`src/rtl/manchester_frame_decoder_pkg.sv`:
```
// Shared constants for the Manchester frame decoder: state encodings and default framing values.
package manchester_frame_decoder_pkg;

  localparam logic [0:0] ST_HUNT = 1'b0;
  localparam logic [0:0] ST_LOCK = 1'b1;

  localparam int unsigned DATA_W_DEF    = 8;
  localparam int unsigned SYNC_W_DEF    = 8;
  localparam logic [7:0]  SYNC_WORD_DEF = 8'b1010_1011;
  localparam int unsigned MAX_GAP_DEF   = 32;

  // Mid-bit edge counter only needs to distinguish 0, 1 and "2 or more".
  function automatic logic [1:0] edge_cnt_inc(input logic [1:0] cnt);
    return (cnt == 2'd2) ? 2'd2 : cnt + 2'd1;
  endfunction

endpackage

```
`src/rtl/manchester_frame_decoder_if.sv`:
```
// Byte stream and status bundle between the frame decoder (master) and its consumer (slave).
interface manchester_frame_decoder_if #(
  parameter int unsigned DATA_W = 8
) ();

  logic [DATA_W-1:0] dataOut;
  logic              dataValid;
  logic              dataReady;
  logic              syncLock;
  logic              codeErr;
  logic              overrun;

  modport master (
    output dataOut,
    output dataValid,
    input  dataReady,
    output syncLock,
    output codeErr,
    output overrun
  );

  modport slave (
    input  dataOut,
    input  dataValid,
    output dataReady,
    input  syncLock,
    input  codeErr,
    input  overrun
  );

endinterface

```
`src/rtl/manchester_edge_detect.sv`:
```
// Rising-edge strobe for the recovered bit clock and any-edge pulse for the raw Manchester line.
module manchester_edge_detect (
  input  logic clk,
  input  logic globalRest,
  input  logic balanceCLK,
  input  logic manIn,
  output logic strobe,
  output logic manEdge
);

  logic r_bal_prev;
  logic r_man_prev;

  always_ff @(posedge clk or negedge globalRest) begin
    if (!globalRest) begin
      r_bal_prev <= 1'b0;
      r_man_prev <= 1'b0;
    end else begin
      r_bal_prev <= balanceCLK;
      r_man_prev <= manIn;
    end
  end

  assign strobe  = balanceCLK & ~r_bal_prev;
  assign manEdge = manIn ^ r_man_prev;

endmodule

```
`src/rtl/manchester_frame_decoder.sv`:
```
// Hunts for the sync word on the strobed Manchester line, then deserializes bytes into a
// one-entry valid/ready buffer while flagging code violations, strobe loss and overrun.
module manchester_frame_decoder
  import manchester_frame_decoder_pkg::*;
#(
  parameter int unsigned       DATA_W    = DATA_W_DEF,
  parameter int unsigned       SYNC_W    = SYNC_W_DEF,
  parameter logic [SYNC_W-1:0] SYNC_WORD = SYNC_WORD_DEF,
  parameter int unsigned       MAX_GAP   = MAX_GAP_DEF
) (
  input  logic                       clk,
  input  logic                       globalRest,
  input  logic                       manIn,
  input  logic                       balanceCLK,
  manchester_frame_decoder_if.master bus
);

  localparam int unsigned       GAP_W    = $clog2(MAX_GAP + 1);
  localparam int unsigned       BIT_W    = (DATA_W > 1) ? $clog2(DATA_W) : 1;
  localparam logic [GAP_W-1:0]  GAP_MAX  = GAP_W'(MAX_GAP);
  localparam logic [GAP_W-1:0]  GAP_LAST = GAP_W'(MAX_GAP - 1);
  localparam logic [BIT_W-1:0]  BIT_LAST = BIT_W'(DATA_W - 1);

  logic w_strobe;
  logic w_man_edge;

  manchester_edge_detect u_edge (
    .clk        (clk),
    .globalRest (globalRest),
    .balanceCLK (balanceCLK),
    .manIn      (manIn),
    .strobe     (w_strobe),
    .manEdge    (w_man_edge)
  );

  logic [0:0]        r_state, w_state_d;
  logic [SYNC_W-1:0] r_sync_sh, w_sync_d;
  logic [DATA_W-1:0] r_data_sh, w_data_d;
  logic [BIT_W-1:0]  r_bit_cnt, w_bit_d;
  logic              r_chk_en, w_chk_d;
  logic [1:0]        r_edge_cnt;
  logic [GAP_W-1:0]  r_gap;
  logic [DATA_W-1:0] r_data_out;
  logic              r_data_valid;
  logic              r_code_err;
  logic              r_overrun;

  logic              w_viol;
  logic              w_loss;
  logic              w_load;
  logic [SYNC_W-1:0] w_sync_nxt;
  logic [DATA_W-1:0] w_word;

  // An edge seen in the strobe cycle itself still belongs to the closing bit cell.
  assign w_viol     = w_strobe & r_chk_en & (r_edge_cnt == 2'd0) & ~w_man_edge;
  assign w_loss     = ~w_strobe & (r_gap >= GAP_LAST);
  assign w_sync_nxt = {r_sync_sh[SYNC_W-2:0], manIn};
  assign w_word     = {r_data_sh[DATA_W-2:0], manIn};

  always_comb begin
    w_state_d = r_state;
    w_sync_d  = r_sync_sh;
    w_data_d  = r_data_sh;
    w_bit_d   = r_bit_cnt;
    w_chk_d   = r_chk_en | w_strobe;
    w_load    = 1'b0;
    case (r_state)
      ST_HUNT: begin
        if (w_strobe) begin
          if (w_sync_nxt == SYNC_WORD) begin
            w_state_d = ST_LOCK;
            w_sync_d  = '0;
            w_data_d  = '0;
            w_bit_d   = '0;
          end else begin
            w_sync_d = w_sync_nxt;
          end
        end
      end
      ST_LOCK: begin
        if (w_viol || w_loss) begin
          // The next strobe after losing lock has no valid reference cell to check against.
          w_state_d = ST_HUNT;
          w_data_d  = '0;
          w_bit_d   = '0;
          w_chk_d   = 1'b0;
        end else if (w_strobe) begin
          w_data_d = w_word;
          if (r_bit_cnt == BIT_LAST) begin
            w_load  = 1'b1;
            w_bit_d = '0;
          end else begin
            w_bit_d = r_bit_cnt + 1'b1;
          end
        end
      end
      default: w_state_d = ST_HUNT;
    endcase
  end

  always_ff @(posedge clk or negedge globalRest) begin
    if (!globalRest) begin
      r_state   <= ST_HUNT;
      r_sync_sh <= '0;
      r_data_sh <= '0;
      r_bit_cnt <= '0;
      r_chk_en  <= 1'b0;
    end else begin
      r_state   <= w_state_d;
      r_sync_sh <= w_sync_d;
      r_data_sh <= w_data_d;
      r_bit_cnt <= w_bit_d;
      r_chk_en  <= w_chk_d;
    end
  end

  always_ff @(posedge clk or negedge globalRest) begin
    if (!globalRest) begin
      r_edge_cnt <= 2'd0;
      r_gap      <= '0;
    end else begin
      if (w_strobe) begin
        r_edge_cnt <= 2'd0;
      end else if (w_man_edge) begin
        r_edge_cnt <= edge_cnt_inc(r_edge_cnt);
      end
      if (w_strobe) begin
        r_gap <= '0;
      end else if (r_gap != GAP_MAX) begin
        r_gap <= r_gap + 1'b1;
      end
    end
  end

  // One-entry buffer: a full slot accepts a new word only if it is drained on the same edge.
  always_ff @(posedge clk or negedge globalRest) begin
    if (!globalRest) begin
      r_data_out   <= '0;
      r_data_valid <= 1'b0;
      r_code_err   <= 1'b0;
      r_overrun    <= 1'b0;
    end else begin
      r_code_err <= w_viol;
      r_overrun  <= w_load & r_data_valid & ~bus.dataReady;
      if (w_load && (!r_data_valid || bus.dataReady)) begin
        r_data_out   <= w_word;
        r_data_valid <= 1'b1;
      end else if (r_data_valid && bus.dataReady) begin
        r_data_valid <= 1'b0;
      end
    end
  end

  assign bus.dataOut   = r_data_out;
  assign bus.dataValid = r_data_valid;
  assign bus.syncLock  = (r_state == ST_LOCK);
  assign bus.codeErr   = r_code_err;
  assign bus.overrun   = r_overrun;

endmodule

```
`src/flat_wrapper.sv`:
```
// flat-port wrapper written by rule: the top's interface ports become plain ports
module manchester_frame_decoder_flat import manchester_frame_decoder_pkg::*;
#(
  parameter int unsigned       DATA_W    = DATA_W_DEF,
  parameter int unsigned       SYNC_W    = SYNC_W_DEF,
  parameter logic [SYNC_W-1:0] SYNC_WORD = SYNC_WORD_DEF,
  parameter int unsigned       MAX_GAP   = MAX_GAP_DEF
)
  (clk, globalRest, manIn, balanceCLK, bus_dataOut, bus_dataValid, bus_dataReady, bus_syncLock, bus_codeErr, bus_overrun);
  manchester_frame_decoder_if #(.DATA_W(DATA_W)) bus_i ();
  input  logic clk;
  input  logic globalRest;
  input  logic manIn;
  input  logic balanceCLK;
  output wire logic [$bits(bus_i.dataOut)-1:0] bus_dataOut;
  output wire logic [$bits(bus_i.dataValid)-1:0] bus_dataValid;
  input wire logic [$bits(bus_i.dataReady)-1:0] bus_dataReady;
  output wire logic [$bits(bus_i.syncLock)-1:0] bus_syncLock;
  output wire logic [$bits(bus_i.codeErr)-1:0] bus_codeErr;
  output wire logic [$bits(bus_i.overrun)-1:0] bus_overrun;
  assign bus_dataOut = bus_i.dataOut;
  assign bus_dataValid = bus_i.dataValid;
  assign bus_i.dataReady = bus_dataReady;
  assign bus_syncLock = bus_i.syncLock;
  assign bus_codeErr = bus_i.codeErr;
  assign bus_overrun = bus_i.overrun;
  manchester_frame_decoder #(.DATA_W(DATA_W), .SYNC_W(SYNC_W), .SYNC_WORD(SYNC_WORD), .MAX_GAP(MAX_GAP)) u_core (.clk(clk), .globalRest(globalRest), .manIn(manIn), .balanceCLK(balanceCLK), .bus(bus_i));
endmodule
```
`config.mk`:
```
export PLATFORM = sky130hd
export DESIGN_NAME = manchester_frame_decoder_flat
export DESIGN_NICKNAME = d
export VERILOG_FILES = /design/src/rtl/manchester_frame_decoder_pkg.sv /design/src/rtl/manchester_frame_decoder_if.sv /design/src/rtl/manchester_edge_detect.sv /design/src/rtl/manchester_frame_decoder.sv /design/src/flat_wrapper.sv
export SDC_FILE = /design/constraint.sdc
export NUM_CORES = 1
export LEC_CHECK = 0
export ABC_AREA = 1
export BUFFER_PORTS_ARGS = -buffer_cell sky130_fd_sc_hd__clkbuf_2
export CORE_ASPECT_RATIO = 0.6
export CORE_MARGIN = 8
export CORE_UTILIZATION = 58
export DETAILED_ROUTE_END_ITERATION = 12
export GPL_ROUTABILITY_DRIVEN = 0
export HOLD_SLACK_MARGIN = 0.02
export PLACE_DENSITY_LB_ADDON = 0.08
export SETUP_SLACK_MARGIN = 0.15
export SLEW_MARGIN = 40
export SYNTH_ARGS = -nofsm -noshare
export SYNTH_HDL_FRONTEND = slang
export SYNTH_SLANG_ARGS = --single-unit
```
`constraint.sdc`:
```
create_clock -name clk -period 1.84 [get_ports clk]
set_input_delay 0.276 -clock clk [delete_from_list [all_inputs] [get_ports clk]]
set_output_delay 0.276 -clock clk [all_outputs]
set_load 0.05 [all_outputs]
```
==> flow_summary.yaml, run 1 <==
routing:
  routedWlPerCell_um: 13.6
  drc: 0
  vias: 1433
  first_iter_violations: 74
  totalWireLength_um: 3670
  antenna_left: 0
  routed_via_density: 5.33
  firstDrtPassIters: 4
timing:
  maxSlewHeadroom_pct: 66.9
  fin_hold_ws_ns: 0.0277
  min_period_over_period_pct: 85.2
  fin_crit_ns: 1.57
  maxSlewViolCount: 0
  tightest_slew_ns: 0.497
  finalHoldViolCount: 0
  max_freq_ghz: 0.638
  setup-violations-final: 0
  tns_ns: 0
  final.setup_skew_ns: 0.00696
  rsz0062_at_grt: "false"
global_route:
  grt_pass1_wl_um: 6320
  grt_use_total_pct: 14.7
  grt-ovfl-total: 0
  antenna_found_initial: 0
  first_global_vias: 1329
  grt_max_degree: 41
critical_path:
  end_kind: "flip-flop"
  max_stage_delay_ns: 0.42
  critPathTopFamily: "simple AND/OR/NAND/NOR gates"
  startpoint_type: "flip-flop"
  critPathBufInv: 0
  path_class: "flip-flop to flip-flop"
  cp.arrival_ns: 1.79
  path_cells: "nor2_4 > nand4_4 > nor2_4 > nand2_1 > nand2_1"
  cp_slowest_cell: "dfrtp_1"
  worstPathMaxFanout: 16
  required_ns: 2.07
clock_network:
  clk_pin_slew_ns: 0.08
  cts_tree: "done"
  cts_buffer_depth: 2
  cts_root_buf: "clkbuf_8"
  cts_hold_buf: 0
  htreeDepth: 2
  cts_buffers: 5
  clock-sinks: 40
  insertion_delay_ns: 0.29
power_and_ir_drop:
  peakVddDrop_mv: 0.511
  power_frac_clock_pct: 37.5
  p_int_mw: 1.53
  combPwrFrac_pct: 12.4
  swShare_pct: 25.7
  net-switching-power_mw: 0.530
  p_per_area_nw_per_um2: 967
  p_leak_nw: 1.15
  seqPwrFrac_pct: 50.1
die:
  ios: 17
  core_region_area_sq_um: 3200
  rows: 16
  dieArea_sq_um: 5420
  fp.dieW_um: 89.9
  die_h_um: 60.3
  start_util_pct: 59.3
synth:
  yosys.cell_types.count: 27
  synth_flop_cell: "dfrtp_1"
  syn_area_per_cell_sq_um: 9.36
  ys_seq_area_share_pct: 52.7
  synth_top_area_share_pct: 52.7
  yosys-top-cells-count: "nand2_1, dfrtp_1, inv_1"
  syn_nets: 213
  yosys_warnings: 0
  yosysMostFrequentCell: "nand2_1"
  ys_seq_elements: 40
  syn_inst: 203
  synth_edf_count: 0
  async_flop_share_pct: 100
  synth.area.top_cells: "dfrtp_1, nand2_1, nand3_1"
  yosysTopAreaCell: "dfrtp_1"
  synth_area_sq_um: 1900
final_layout:
  utilization_pct: 66.6
  layout-drive-gt1-share_pct: 23.2
  n_antenna_cell: 0
  fillerInstances: 257
  layout.nets: 233
  areaGrowthSynthToFinish_pct: 12.2
placement:
  port_buffers: 16
  dpl.hpwl_um: 2630
hold_path:
  hold_class: "primary input to async pin"
status:
  outcome: "complete, no violations"
flow_run:
  max_cap_viol_count: 0
logic make-up (layout without fill, tap and decap cells):
logic type | Yosys count | count (layout) | share of synthesized area [%]
compound gates | 26 | 26 | 7.51
xor+xnor | 2 | 2 | 0.922
fa+ha+maj | 5 | 5 | 3.29
buf+inv | 26 | 47 | 6.91
flops | 40 | 40 | 52.7
simple gates | 104 | 104 | 28.7
timing repair:
item / CTS / global route
endpoints found under the hold margin: 0 / 0
endpoints found under the setup margin: 1 / 1
buffers inserted: 0 / 0
gates resized for setup: 1 / 1
power by group through the flow:
stage               sequential, mW  clock, mW  combinational (mW)
global placement              1.04          0               0.246
floorplan                     1.04          0               0.186
CTS                           1.03      0.790               0.256
finish                        1.03      0.773               0.256
global route                  1.04      0.828               0.302
detailed placement            1.05          0               0.254
flip-flops by register name, summed over array words and instances, names as in the netlist:
| name | flops |
|---|---|
| u_core.bus.codeErr | 1 |
| u_core.bus.dataOut | 8 |
| u_core.bus.dataValid | 1 |
| u_core.bus.overrun | 1 |
| u_core.bus.syncLock | 1 |
| u_core.r_bit_cnt | 3 |
| u_core.r_chk_en | 1 |
| u_core.r_data_sh | 7 |
| u_core.r_edge_cnt | 2 |
| u_core.r_gap | 6 |
| u_core.r_sync_sh | 7 |
| u_core.u_edge.r_bal_prev | 1 |
| u_core.u_edge.r_man_prev | 1 |
layout by cell type, fill, tap and decap left out, drive strengths merged:
cell    Yosys  layout
a21oi       4       4
buf         5       2
bufinv      0       1
clkbuf      0      23
dfrtp      40      40
ha          5       5
inv        21      21
nand2      57      57
nand3      19      19
nand4      10      10
nor2       14      14
nor3        2       2
nor3b       1       1
o21a        1       1
o21ai      20      20
o31ai       1       1
or2         1       1
xor2        2       2
final cells by class:
cell class | count | area (sq um) | share of cell area (%)
flip-flops and latches | 40 | 1000 | 47.0
multi-input cells | 137 | 773 | 36.3
clock buffers | 7 | 96.3 | 4.52
repair buffers | 18 | 95.1 | 4.46
inverters | 21 | 78.8 | 3.70
well taps | 45 | 56.3 | 2.64
clock inverters | 1 | 30.0 | 1.41
through the flow:
stage	cell area, sq um	std cells	power [mW]	setup WS [ns]
floorplan	1900	203	1.23	0.374
global placement	2000	261	1.29	0.262
detailed placement	2000	261	1.30	0.219
CTS	2130	269	2.08	0.285
global route	2130	269	2.17	0.151
finish	2130	269	2.06	0.273
worst paths after layout:
check	from	to	slack (ns)	cells past startpoint
min in group clk	balanceCLK	u_core.u_edge.r_bal_prev$_DFF_PN0_	0.15	1
setup / recovery	u_core.u_edge.r_bal_prev$_DFF_PN0_	u_core.bus.dataOut[0]$_DFFE_PN0P_	0.27	5
hold / removal	globalRest	u_core.u_edge.r_bal_prev$_DFF_PN0_	0.03	2
setup reg to reg	u_core.u_edge.r_bal_prev$_DFF_PN0_	u_core.bus.dataOut[0]$_DFFE_PN0P_	0.27	5
max in group asynchronous	globalRest	u_core.bus.syncLock$_DFF_PN0_	1.44	2
hold reg to reg	u_core.bus.dataOut[2]$_DFFE_PN0P_	u_core.bus.dataOut[2]$_DFFE_PN0P_	0.49	2
routing by layer:
layer  part of all wire, %  up-vias  track usage (%)
li1                      -      709                -
met2                    43       37             21.9
met3                   4.8        9             4.07
met5                     0        -                0
met1                    51      678             20.0
met4                   1.7        0             5.63
Note: power is estimated with default switching activity, not from simulation.
==> run 2, diff against run 1 <==
ABC_AREA = unset   (was 1)
CORE_UTILIZATION = 57   (was 58)
==> flow_summary.yaml, run 2 <==
synth:
  yosys_warnings: 0
  synth_flop_cell: "dfrtp_1"
  yosys.cell_types.count: 31
  synth.area.top_cells: "dfrtp_1, mux2_2, mux2i_1"
  syn_area_per_cell_sq_um: 12.0
  syn_inst: 146
  async_flop_share_pct: 100
  synth_edf_count: 0
  yosys-top-cells-count: "dfrtp_1, inv_1, nand2_1"
  synth_top_area_share_pct: 56.9
  synth_area_sq_um: 1760
  yosysTopAreaCell: "dfrtp_1"
  syn_nets: 156
  ys_seq_area_share_pct: 56.9
  yosysMostFrequentCell: "dfrtp_1"
  ys_seq_elements: 40
global_route:
  grt-ovfl-total: 0
  first_global_vias: 1182
  grt_max_degree: 41
  grt_pass1_wl_um: 5590
  antenna_found_initial: 0
  grt_use_total_pct: 14.2
flow_run:
  max_cap_viol_count: 0
critical_path:
  worstPathMaxFanout: 8
  startpoint_type: "flip-flop"
  r2r_slack_ns: 0.17
  end_kind: "flip-flop"
  path_common_cell: "ha_1"
  r2r-end: "u_core.bus.dataOut[6]$_DFFE_PN0P_"
  cp.arrival_ns: 1.83
  critPathBufInv: 0
  critPathTopFamily: "adder cells"
  rr_worst_depth: 5
  path_cells: "ha_1 > ha_1 > and3_1 > nand3_4 > mux2_2"
  cp_slowest_cell: "dfrtp_1"
  max_stage_delay_ns: 0.40
  reg2reg_from: "u_core.r_bit_cnt[0]$_DFFE_PN0P_"
  required_ns: 2.01
  path_class: "flip-flop to flip-flop"
  setup.worst_path.start: "u_core.r_bit_cnt[0]$_DFFE_PN0P_"
final_layout:
  n_antenna_cell: 0
  layout-drive-gt1-share_pct: 36.9
  ff_latch_area_sq_um: 1000
  final_cell_count_no_fill: 221
  largest_register_ffs: 8
  areaGrowthSynthToFinish_pct: 22.2
  fillerInstances: 195
  layout.nets: 188
  final_common_cell: "dfrtp_1"
  multi_input_area_sq_um: 733
  layout_common_cells: "dfrtp_1, clkbuf_2, inv_1"
die:
  ios: 17
  start_util_pct: 60.4
  rows: 15
  dieArea_sq_um: 5180
  die_h_um: 59.0
  core_region_area_sq_um: 2910
  fp.dieW_um: 87.7
clock_network:
  cts_root_buf: "clkbuf_8"
  cts_tree: "done"
  clock-sinks: 40
  cts_buffers: 5
  htreeDepth: 2
  cts_buffer_depth: 2
  cts_hold_buf: 0
  clk_pin_slew_ns: 0.07
  insertion_delay_ns: 0.29
timing:
  maxSlewHeadroom_pct: 66.7
  setup-violations-final: 0
  maxSlewViolCount: 0
  tns_ns: 0
  fin_crit_ns: 1.67
  final.setup_skew_ns: 0.00908
  rsz0062_at_grt: "true"
  fin_hold_ws_ns: 0.0365
  tightest_slew_ns: 0.499
  min_period_over_period_pct: 90.5
  max_freq_ghz: 0.600
  finalHoldViolCount: 0
routing:
  first_iter_violations: 32
  vias: 1153
  routedWlPerCell_um: 15.1
  routed_via_density: 5.22
  drc: 0
  antenna_left: 0
  firstDrtPassIters: 4
  totalWireLength_um: 3330
status:
  outcome: "complete, no violations"
placement:
  placed_cells: 209
  dpl.hpwl_um: 2360
  port_buffers: 16
power_and_ir_drop:
  power_mw: 2.44
  p_per_area_nw_per_um2: 1140
  peakVddDrop_mv: 0.572
  p_leak_nw: 1.05
hold_path:
  hold_class: "primary input to async pin"
## run 2: cell types whose count changed after synthesis, sizes merged, moves of 2 or more
cell    previous run  this run
nand2             57        13
o21ai             20         2
nand3             19         4
mux2               0        12
mux2i              0        12
nand4             10         0
inv               21        15
a22o               0         4
buf                5         2
xnor2              0         3
and4b              0         2
nand2b             0         2
nor2              14        12
nor3               2         0
## run 2: worst register-to-register path, stage by stage (launching register included)
cell and delay, ns:
dfrtp_1 0.40, ha_1 0.21, ha_1 0.24, and3_1 0.20, nand3_4 0.16, mux2_2 0.35
## run 2: logic make-up (layout without fill, tap and decap cells)
| family | Yosys count | after routing | share of synthesized area, % |
|---|---|---|---|
| AO/OA/AOI/OAI | 14 | 14 | 6.26 |
| XOR/XNOR | 5 | 5 | 2.49 |
| adder cells (fa/ha/maj) | 5 | 5 | 3.56 |
| buffers and inverters | 18 | 51 | 4.34 |
| flip-flops | 40 | 40 | 56.9 |
| multiplexers | 24 | 24 | 14.5 |
| AND/OR/NAND/NOR | 40 | 40 | 11.9 |
## run 2: through the flow
| step | instance area [sq um] | util [%] | setup WS [ns] |
|---|---|---|---|
| floorplan | 1760 | - | 0.175 |
| global placement | 1940 | 66.8 | 0.171 |
| detailed placement | 1940 | 66.8 | 0.124 |
| CTS | 2080 | 71.6 | 0.161 |
| global route | 2150 | 73.8 | 0.107 |
| finish | 2150 | 73.8 | 0.174 |
## run 2: cell type report
type / count / area share, %
sequential: 40 / 46.7
multi-input combinational: 88 / 34.1
timing repair buffer: 28 / 8.50
clock buffer: 6 / 3.84
inverter: 15 / 2.62
tap: 42 / 2.45
clock inverter: 2 / 1.81
## run 2: worst max-delay path by stage
stage / slack, ns / endpoint / cells past startpoint
after floorplan: 0.18 / u_core.r_bit_cnt[0]$_DFFE_PN0P_ / 6
after global placement: 0.17 / u_core.bus.dataOut[5]$_DFFE_PN0P_ / 5
after detailed placement: 0.12 / u_core.bus.dataOut[2]$_DFFE_PN0P_ / 6
after CTS: 0.16 / u_core.r_data_sh[2]$_DFFE_PN0P_ / 6
after global routing: 0.11 / u_core.bus.dataOut[2]$_DFFE_PN0P_ / 6
final: 0.17 / u_core.bus.dataOut[6]$_DFFE_PN0P_ / 5
## run 2: what timing repair did
item                                    in CTS  in global routing
setup buffers                                1                  3
pin swaps                                    2                 10
gates resized for setup                      2                 12
endpoints found under the setup margin      16                 24
## run 2: routing by layer
metal | wire length (um) | GRT usage (%) | part of all wire, % | up-vias
met5 | 0 | 0 | 0 | -
met4 | 21 | 4.13 | 0.63 | 0
met3 | 152 | 5.53 | 4.6 | 5
met2 | 1470 | 21.2 | 44 | 22
met1 | 1680 | 18.4 | 51 | 566
li1 | - | - | - | 560
## run 2: power breakdown
part | internal [mW] | total [mW] | switching (mW) | leakage, nW
Combinational | 0.272 | 0.516 | 0.244 | 0.454
Clock | 0.443 | 0.742 | 0.298 | 0.0614
Sequential | 1.04 | 1.18 | 0.147 | 0.530
Total | 1.75 | 2.44 | 0.689 | 1.05
